<file path="config.mk">
export PLATFORM = sky130hd
export DESIGN_NAME = ifu_prefetch_flat
export DESIGN_NICKNAME = d
export VERILOG_FILES = /design/src/rtl/ifu_pkg.sv /design/src/rtl/ifu_prefetch_if.sv /design/src/rtl/ifu_inst_fifo.sv /design/src/rtl/ifu_prefetch.sv /design/src/flat_wrapper.sv
export SDC_FILE = /design/constraint.sdc
export NUM_CORES = 1
export LEC_CHECK = 0
export CAP_MARGIN = 40
export CORE_ASPECT_RATIO = 0.6
export CORE_MARGIN = 2
export CORE_UTILIZATION = 31
export CTS_CLUSTER_DIAMETER = 40
export DETAILED_ROUTE_END_ITERATION = 7
export PLACE_DENSITY = 0.54
export SYNTH_ARGS = -nofsm -noshare
export SYNTH_HDL_FRONTEND = slang
export SYNTH_SLANG_ARGS = --single-unit
</file>
<file path="constraint.sdc">
create_clock -name clk -period 4.95 [get_ports clk]
set_input_delay 0.495 -clock clk [delete_from_list [all_inputs] [get_ports clk]]
set_output_delay 0.495 -clock clk [all_outputs]
set_load 0.005 [all_outputs]
</file>
<file path="src/rtl/ifu_pkg.sv">
// Shared types and constants for the instruction prefetch unit.
// Entry fields are XLEN wide; DATA_LEN/ADDR_LEN on ifu_prefetch must match XLEN.
package ifu_pkg;

  localparam int unsigned XLEN = 32;

  localparam logic [2:0]      RESP_OKAY        = 3'b000;
  localparam logic [XLEN-1:0] RST_PC_DEFAULT   = 32'h8000_0000;
  localparam logic [XLEN-1:0] NOP_INST_DEFAULT = 32'h0000_0013;

  typedef struct packed {
    logic [XLEN-1:0] inst;
    logic [XLEN-1:0] pc;
    logic            fault;
  } fifo_entry_t;

  // Counter width able to hold 0..depth inclusive.
  function automatic int unsigned cnt_w(input int unsigned depth);
    return $clog2(depth) + 1;
  endfunction

endpackage

</file>
<file path="src/rtl/ifu_prefetch_if.sv">
// Fetch-side bundle: redirect, AXI-style AR/R channels and the IDU handshake.
// master = prefetch unit, slave = bus/IDU side.
interface ifu_prefetch_if #(
  parameter int unsigned ADDR_LEN = 32,
  parameter int unsigned DATA_LEN = 32
);
  logic                jump_flag;
  logic [ADDR_LEN-1:0] jump_pc;
  logic                arvalid;
  logic                arready;
  logic [ADDR_LEN-1:0] araddr;
  logic [DATA_LEN-1:0] rdata;
  logic                rvalid;
  logic [2:0]          rresp;
  logic                rready;
  logic                inst_valid;
  logic                inst_ready;
  logic [DATA_LEN-1:0] inst_fetch;
  logic [ADDR_LEN-1:0] pc_now;
  logic                inst_fault;

  modport master (
    input  jump_flag, jump_pc, arready, rdata, rvalid, rresp, inst_ready,
    output arvalid, araddr, rready, inst_valid, inst_fetch, pc_now, inst_fault
  );

  modport slave (
    output jump_flag, jump_pc, arready, rdata, rvalid, rresp, inst_ready,
    input  arvalid, araddr, rready, inst_valid, inst_fetch, pc_now, inst_fault
  );
endinterface

</file>
<file path="src/rtl/ifu_inst_fifo.sv">
// In-order synchronous FIFO with flush and a registered head entry.
// The head register keeps its last value while the FIFO is empty.
module ifu_inst_fifo #(
  parameter int unsigned     Depth  = 4,
  parameter int unsigned     Width  = 65,
  parameter logic [Width-1:0] RstVal = '0
) (
  input  logic                   clk,
  input  logic                   rst_n,
  input  logic                   flush_i,
  input  logic                   push_i,
  input  logic [Width-1:0]       push_data_i,
  input  logic                   pop_i,
  output logic [$clog2(Depth):0] count_o,
  output logic [Width-1:0]       head_o
);
  localparam int unsigned PtrW = $clog2(Depth);
  localparam int unsigned CntW = PtrW + 1;

  logic [Width-1:0] mem_q [Depth];
  logic [PtrW-1:0]  wr_ptr_q, wr_ptr_d, rd_ptr_q, rd_ptr_d;
  logic [CntW-1:0]  count_q, count_d, remain;
  logic [Width-1:0] head_q, head_d;
  logic             do_push, do_pop;

  always_comb begin
    do_pop   = pop_i & (count_q != '0);
    do_push  = push_i & ((count_q != CntW'(Depth)) | do_pop) & ~flush_i;
    wr_ptr_d = wr_ptr_q;
    rd_ptr_d = rd_ptr_q;
    count_d  = count_q;
    head_d   = head_q;
    remain   = count_q - CntW'(do_pop);
    if (flush_i) begin
      wr_ptr_d = '0;
      rd_ptr_d = '0;
      count_d  = '0;
    end else begin
      if (do_push) wr_ptr_d = wr_ptr_q + PtrW'(1);
      if (do_pop)  rd_ptr_d = rd_ptr_q + PtrW'(1);
      count_d = remain + CntW'(do_push);
      // Pushed entry becomes head directly when nothing older remains.
      if (count_d != '0) head_d = (remain == '0) ? push_data_i : mem_q[rd_ptr_d];
    end
  end

  always_ff @(posedge clk or negedge rst_n) begin
    if (!rst_n) begin
      wr_ptr_q <= '0;
      rd_ptr_q <= '0;
      count_q  <= '0;
      head_q   <= RstVal;
    end else begin
      wr_ptr_q <= wr_ptr_d;
      rd_ptr_q <= rd_ptr_d;
      count_q  <= count_d;
      head_q   <= head_d;
    end
  end

  always_ff @(posedge clk) begin
    if (do_push) mem_q[wr_ptr_q] <= push_data_i;
  end

  assign count_o = count_q;
  assign head_o  = head_q;

endmodule

</file>
<file path="src/rtl/ifu_prefetch.sv">
// Instruction prefetch: credit-limited sequential AR issue, in-order response buffering,
// flush/discard on redirect and fault tagging. IFU_PERF_CNT_EN adds performance counters.
module ifu_prefetch
  import ifu_pkg::*;
#(
  parameter int unsigned          DATA_LEN   = 32,
  parameter int unsigned          ADDR_LEN   = 32,
  parameter int unsigned          FIFO_DEPTH = 4,
  parameter logic [ADDR_LEN-1:0]  RST_PC     = RST_PC_DEFAULT,
  parameter logic [DATA_LEN-1:0]  NOP_INST   = NOP_INST_DEFAULT
) (
  input  logic                  clk,
  input  logic                  rst_n,
  ifu_prefetch_if.master        bus
`ifdef IFU_PERF_CNT_EN
  ,
  output logic [31:0]           perf_inst_cnt,
  output logic [31:0]           perf_flush_cnt,
  output logic [31:0]           perf_stall_cnt
`endif
);
  localparam int unsigned    CntW     = cnt_w(FIFO_DEPTH);
  localparam logic [CntW:0]  DepthLim = (CntW + 1)'(FIFO_DEPTH);
  typedef logic [CntW-1:0] cnt_t;

  logic                arvalid_q, arvalid_d, fault_stall_q, fault_stall_d, stale_q, stale_d;
  logic [ADDR_LEN-1:0] araddr_q, araddr_d, fetch_pc_q, fetch_pc_d, resp_pc_q, resp_pc_d;
  cnt_t                outst_q, outst_d, discard_q, discard_d, fifo_cnt, cnt_next;
  logic [CntW:0]       credit_sum;
  fifo_entry_t         push_entry, head;
  logic                ar_hs, r_beat, drop_disc, push, pop, inst_valid;

  assign ar_hs      = arvalid_q & bus.arready;
  assign r_beat     = bus.rvalid;
  assign drop_disc  = r_beat & (discard_q != '0);
  assign push       = r_beat & ~drop_disc & ~fault_stall_q & ~bus.jump_flag;
  assign inst_valid = (fifo_cnt != '0);
  assign pop        = inst_valid & bus.inst_ready & ~bus.jump_flag;

  assign push_entry.inst  = (bus.rresp == RESP_OKAY) ? bus.rdata : NOP_INST;
  assign push_entry.pc    = resp_pc_q;
  assign push_entry.fault = (bus.rresp != RESP_OKAY);

  ifu_inst_fifo #(
    .Depth  (FIFO_DEPTH),
    .Width  ($bits(fifo_entry_t)),
    .RstVal ({NOP_INST, RST_PC, 1'b0})
  ) u_fifo (
    .clk         (clk),
    .rst_n       (rst_n),
    .flush_i     (bus.jump_flag),
    .push_i      (push),
    .push_data_i (push_entry),
    .pop_i       (pop),
    .count_o     (fifo_cnt),
    .head_o      (head)
  );

  always_comb begin
    outst_d       = outst_q + cnt_t'(ar_hs) - cnt_t'(r_beat);
    cnt_next      = bus.jump_flag ? '0 : fifo_cnt + cnt_t'(push) - cnt_t'(pop);
    fetch_pc_d    = fetch_pc_q;
    resp_pc_d     = resp_pc_q;
    discard_d     = discard_q;
    fault_stall_d = fault_stall_q;
    stale_d       = stale_q;
    // A stale request (pre-redirect address) does not advance fetch_pc and is discarded.
    if (ar_hs) begin
      if (!stale_q) fetch_pc_d = fetch_pc_q + ADDR_LEN'(4);
      stale_d = 1'b0;
    end
    if (r_beat) begin
      if (drop_disc) begin
        discard_d = discard_q - cnt_t'(1);
      end else begin
        resp_pc_d = resp_pc_q + ADDR_LEN'(4);
        if (!fault_stall_q && bus.rresp != RESP_OKAY) fault_stall_d = 1'b1;
      end
    end
    if (ar_hs && stale_q) discard_d = discard_d + cnt_t'(1);
    if (bus.jump_flag) begin
      fetch_pc_d    = bus.jump_pc;
      resp_pc_d     = bus.jump_pc;
      fault_stall_d = 1'b0;
      discard_d     = outst_d;
      if (arvalid_q && !bus.arready) stale_d = 1'b1;
    end
    credit_sum = {1'b0, outst_d} + {1'b0, cnt_next};
    if (arvalid_q && !bus.arready) begin
      arvalid_d = 1'b1;
      araddr_d  = araddr_q;
    end else begin
      arvalid_d = ~fault_stall_d & (credit_sum < DepthLim);
      araddr_d  = fetch_pc_d;
    end
  end

  always_ff @(posedge clk or negedge rst_n) begin
    if (!rst_n) begin
      arvalid_q     <= 1'b0;
      araddr_q      <= RST_PC;
      fetch_pc_q    <= RST_PC;
      resp_pc_q     <= RST_PC;
      outst_q       <= '0;
      discard_q     <= '0;
      fault_stall_q <= 1'b0;
      stale_q       <= 1'b0;
    end else begin
      arvalid_q     <= arvalid_d;
      araddr_q      <= araddr_d;
      fetch_pc_q    <= fetch_pc_d;
      resp_pc_q     <= resp_pc_d;
      outst_q       <= outst_d;
      discard_q     <= discard_d;
      fault_stall_q <= fault_stall_d;
      stale_q       <= stale_d;
    end
  end

  assign bus.arvalid    = arvalid_q;
  assign bus.araddr     = araddr_q;
  assign bus.rready     = 1'b1;
  assign bus.inst_valid = inst_valid;
  assign bus.inst_fetch = inst_valid ? head.inst : NOP_INST;
  assign bus.pc_now     = head.pc;
  assign bus.inst_fault = inst_valid & head.fault;

`ifdef IFU_PERF_CNT_EN
  always_ff @(posedge clk or negedge rst_n) begin
    if (!rst_n) begin
      perf_inst_cnt  <= '0;
      perf_flush_cnt <= '0;
      perf_stall_cnt <= '0;
    end else begin
      if (inst_valid && bus.inst_ready) perf_inst_cnt  <= perf_inst_cnt + 32'd1;
      if (bus.jump_flag)                perf_flush_cnt <= perf_flush_cnt + 32'd1;
      if (bus.inst_ready && !inst_valid) perf_stall_cnt <= perf_stall_cnt + 32'd1;
    end
  end
`endif

endmodule

</file>
<file path="src/flat_wrapper.sv">
// flat-port wrapper written by rule: the top's interface ports become plain ports
module ifu_prefetch_flat import ifu_pkg::*;
#(
  parameter int unsigned          DATA_LEN   = 32,
  parameter int unsigned          ADDR_LEN   = 32,
  parameter int unsigned          FIFO_DEPTH = 4,
  parameter logic [ADDR_LEN-1:0]  RST_PC     = RST_PC_DEFAULT,
  parameter logic [DATA_LEN-1:0]  NOP_INST   = NOP_INST_DEFAULT
)
  (clk, rst_n, bus_jump_flag, bus_jump_pc, bus_arready, bus_rdata, bus_rvalid, bus_rresp, bus_inst_ready, bus_arvalid, bus_araddr, bus_rready, bus_inst_valid, bus_inst_fetch, bus_pc_now, bus_inst_fault);
  ifu_prefetch_if #(.ADDR_LEN(ADDR_LEN), .DATA_LEN(DATA_LEN)) bus_i ();
  input  logic clk;
  input  logic rst_n;
  input wire logic [$bits(bus_i.jump_flag)-1:0] bus_jump_flag;
  input wire logic [$bits(bus_i.jump_pc)-1:0] bus_jump_pc;
  input wire logic [$bits(bus_i.arready)-1:0] bus_arready;
  input wire logic [$bits(bus_i.rdata)-1:0] bus_rdata;
  input wire logic [$bits(bus_i.rvalid)-1:0] bus_rvalid;
  input wire logic [$bits(bus_i.rresp)-1:0] bus_rresp;
  input wire logic [$bits(bus_i.inst_ready)-1:0] bus_inst_ready;
  output wire logic [$bits(bus_i.arvalid)-1:0] bus_arvalid;
  output wire logic [$bits(bus_i.araddr)-1:0] bus_araddr;
  output wire logic [$bits(bus_i.rready)-1:0] bus_rready;
  output wire logic [$bits(bus_i.inst_valid)-1:0] bus_inst_valid;
  output wire logic [$bits(bus_i.inst_fetch)-1:0] bus_inst_fetch;
  output wire logic [$bits(bus_i.pc_now)-1:0] bus_pc_now;
  output wire logic [$bits(bus_i.inst_fault)-1:0] bus_inst_fault;
  assign bus_i.jump_flag = bus_jump_flag;
  assign bus_i.jump_pc = bus_jump_pc;
  assign bus_i.arready = bus_arready;
  assign bus_i.rdata = bus_rdata;
  assign bus_i.rvalid = bus_rvalid;
  assign bus_i.rresp = bus_rresp;
  assign bus_i.inst_ready = bus_inst_ready;
  assign bus_arvalid = bus_i.arvalid;
  assign bus_araddr = bus_i.araddr;
  assign bus_rready = bus_i.rready;
  assign bus_inst_valid = bus_i.inst_valid;
  assign bus_inst_fetch = bus_i.inst_fetch;
  assign bus_pc_now = bus_i.pc_now;
  assign bus_inst_fault = bus_i.inst_fault;
  ifu_prefetch #(.DATA_LEN(DATA_LEN), .ADDR_LEN(ADDR_LEN), .FIFO_DEPTH(FIFO_DEPTH), .RST_PC(RST_PC), .NOP_INST(NOP_INST)) u_core (.clk(clk), .rst_n(rst_n), .bus(bus_i));
endmodule
</file>
==> results.ini <==
[layout]
drive_gt1_share_pct = 9.24
multi_input_area_mm2 = 0.00805
regArea_mm2 = 0.0123
fin_nets = 2216
area_growth_pct = 22.2
n_antenna_cell = 0
nFillCells = 6522
finalNonFillerCells = 3087

[pwr]
leakagePower_nw = 8.95
p_total_mw = 13.5
ir_worst_vdd_v = 0.000326
power_density_mw_per_mm2 = 523

[clocking]
cts_tree = yes
cts_made_buffers = 61
path_clk_slew_ns = 0.06
clock-sinks = 437
clock_path_buffers = 3
root_buffer = clkbuf_16
clkLatencyLatePin_ns = 0.63
cts_max_level = 2

[synthesis]
yosys_warnings = 0
synthAdderAreaFrac_pct = 1.31
synthMuxAreaShare_pct = 2.54
syn_inst = 2034
syn-num-nets = 2128
ys_seq_elements = 437
synth_compound_area_share_pct = 15.1
synthSimpleGateAreaFrac_pct = 16.0
synth_xor_area_share_pct = 2.65
synth_top_family_by_area = simple AND/OR/NAND/NOR gates
synth_edf_count = 260
yosysTopAreaCellShare_pct = 36.9
synth.avg_cell_area_um2 = 10.4
synthTopCellsByArea = edfxtp_1, dfrtp_1, nand2_1
ys_seq_area_share_pct = 57.8
ys_types = 56
yosysTopAreaCell = edfxtp_1
synth-main-ff-cell = edfxtp_1
synth-async-reset-ratio_pct = 40.5
synth_area_mm2 = 0.0212

[timing]
hold_viol_final = 0
tightestPinTransition_ns = 0.935
clock_skew_ns = 0.0257
worst_hold_slack_ns = 0.171
min_period_ns = 4.00
finalSetupViolCount = 0
maxSlewHeadroom_pct = 37.7
maxSlewViolCount = 0
setup_tns_ns = 0
max_freq_ghz = 0.250
grt_setup_unrepaired = false
min_period_over_period_pct = 80.8

[floorplan]
design.core.area_mm2 = 0.0679
die_w_um = 341
ioPinCount = 173
core.rowCount = 74
initial_utilization_pct = 31.2
fp.dieH_um = 206
die_area_mm2 = 0.0705

[route]
finalWirelength_um = 65100
route.detailed.wl_per_inst_um = 21.1
dr_total_vias = 16400
drt-initial-drc-count = 1400
drc = 0
vias_per_cell = 5.31
drt.antenna.violating_nets = 0
firstDrtPassIters = 5

[global_routing]
grt_antenna_before_repair = 0
grt_use_total_pct = 18.2
grt_pass1_vias = 16200
grt_max_degree = 196
grt_pass1_wl_um = 99400
grt-ovfl-total = 0

[job]
cap_viol_max_count = 0

[critical_path]
cp_data_arrival_time_ns = 4.53
cp.required_ns = 5.48
crit_path_end_kind = flip-flop
criticalPathCategory = reg -> reg
crit_path_max_fanout = 27
setup.worst_path.start_class = flip-flop

[outcome]
status = finished, final reports clean

[place]
portBuffers = 171
gp_congestion = 0.805
dp.cells = 2970
dp_hpwl_um = 38000

[worst_hold_path]
min_path_type = in -> reg

## report_power, final
| group | leakage [nW] | switching [mW] | internal (mW) | total (mW) |
|---|---|---|---|---|
| Clock | 1.04 | 1.79 | 2.81 | 4.60 |
| Combinational | 3.52 | 2.43 | 1.69 | 4.12 |
| Sequential | 4.39 | 0.386 | 4.43 | 4.82 |
## per-layer routing
layer | part of all wire (%) | vias to the layer above | track usage [%]
met4 | 1.7 | 0 | 4.63
li1 | - | 7556 | -
met2 | 47 | 561 | 29.8
met1 | 45 | 8179 | 25.1
met3 | 5.9 | 93 | 2.97
met5 | 0 | - | 0
## through the flow
stage	setup WS, ns	util (%)	cell area [um2]
finish	0.950	38.1	25900
global route	0.714	38.1	25900
CTS	0.920	38.1	25900
detailed placement	0.798	34.9	23700
global placement	0.921	34.8	23600
floorplan	0.971	-	21200
## flip-flops by register name, indices dropped and copies added, names as in the netlist
name / cells
u_core.bus.arvalid: 1
u_core.bus.araddr: 32
u_core.u_fifo.wr_ptr_q: 2
u_core.u_fifo.count_o: 3
u_core.u_fifo.mem_q: 260
u_core.u_fifo.head_o: 65
u_core.fault_stall_q: 1
u_core.discard_q: 3
u_core.fetch_pc_q: 32
u_core.stale_q: 1
u_core.outst_q: 3
u_core.u_fifo.rd_ptr_q: 2
u_core.resp_pc_q: 32
## cell families (layout without fill, tap and decap cells)
kind of cell,count (synthesis),in the layout
AND/OR/NAND/NOR,721,721
AO/OA/AOI/OAI,519,519
flip-flops,437,437
buffers and inverters,219,360
XOR/XNOR,64,64
multiplexers,52,52
adder cells (fa/ha/maj),21,21
other,1,1
## layout by cell type, fill, tap and decap left out, drive strengths merged, types with 10 or more instances in the layout
cell type | Yosys | final
a21oi | 183 | 183
o21ai | 90 | 90
nand3 | 31 | 31
dfrtp | 170 | 170
nand2b | 11 | 11
a211oi | 35 | 35
nand2 | 257 | 257
a21boi | 32 | 32
clkinv | 1 | 25
xnor2 | 30 | 30
and2 | 71 | 71
inv | 33 | 45
clkbuf | 126 | 64
a22oi | 28 | 28
nor2 | 139 | 139
edfxtp | 260 | 260
ha | 19 | 19
or3 | 33 | 33
o211ai | 31 | 31
nor3 | 104 | 104
clkdlybuf4s50 | 0 | 169
xor2 | 34 | 34
a311oi | 31 | 31
a31oi | 62 | 62
mux2 | 14 | 14
mux2i | 38 | 38
buf | 59 | 38
nand4 | 10 | 10
and3 | 45 | 45
## cell type report
| class | count | area share [%] |
|---|---|---|
| Clock buffer | 63 | 6.05 |
| Clock inverter | 53 | 2.32 |
| Inverter | 34 | 0.508 |
| Multi-Input combinational cell | 1378 | 31.1 |
| Sequential cell | 437 | 47.3 |
| Tap cell | 912 | 4.41 |
| Timing Repair Buffer | 210 | 8.27 |
## cell usage after synthesis (33+ instances only)
library cell,number
a211oi_1,35
a21oi_1,183
a31oi_1,62
and2_1,71
and3_1,45
buf_4,33
clkbuf_1,126
dfrtp_1,170
edfxtp_1,260
mux2i_1,38
nand2_1,257
nor2_1,137
nor3_1,104
o21ai_0,89
xor2_1,34
## critical path, stage by stage (launching register included)
cell and delay (ns):
dfrtp_1 0.45, nor3_1 0.41, inv_2 0.10, nand2_4 0.10, clkinv_2 0.34, ha_1 0.35
ha_1 0.19, xnor2_1 0.29, and3_2 0.75, buf_4 0.40, a22oi_1 0.13, a31oi_1 0.19
a21boi_0 0.21
## path summary, 6_finish.rpt
check	startpoint	endpoint	slack, ns	cells past startpoint
min	bus_jump_flag	u_core.fault_stall_q$_DFF_PN0_	0.17	2
max reg2reg	u_core.u_fifo.count_o[2]$_DFF_PN0_	u_core.u_fifo.head_o[59]$_DFFE_PN0P_	0.95	12
min reg2reg	u_core.bus.araddr[2]$_DFFE_PN0N_	u_core.bus.araddr[2]$_DFFE_PN0N_	0.47	2
max in group asynchronous	rst_n	u_core.u_fifo.head_o[43]$_DFFE_PN0P_	3.29	4
min in group asynchronous	rst_n	u_core.bus.araddr[29]$_DFFE_PN0N_	0.28	2
max	u_core.u_fifo.count_o[2]$_DFF_PN0_	u_core.u_fifo.head_o[59]$_DFFE_PN0P_	0.95	12
## timing repair
action	in CTS	in global routing
hold buffers	1	0
resized for setup	0	0
setup buffers	0	0
endpoints found under the hold margin	16	0
Power figures use the tool's default switching activity.
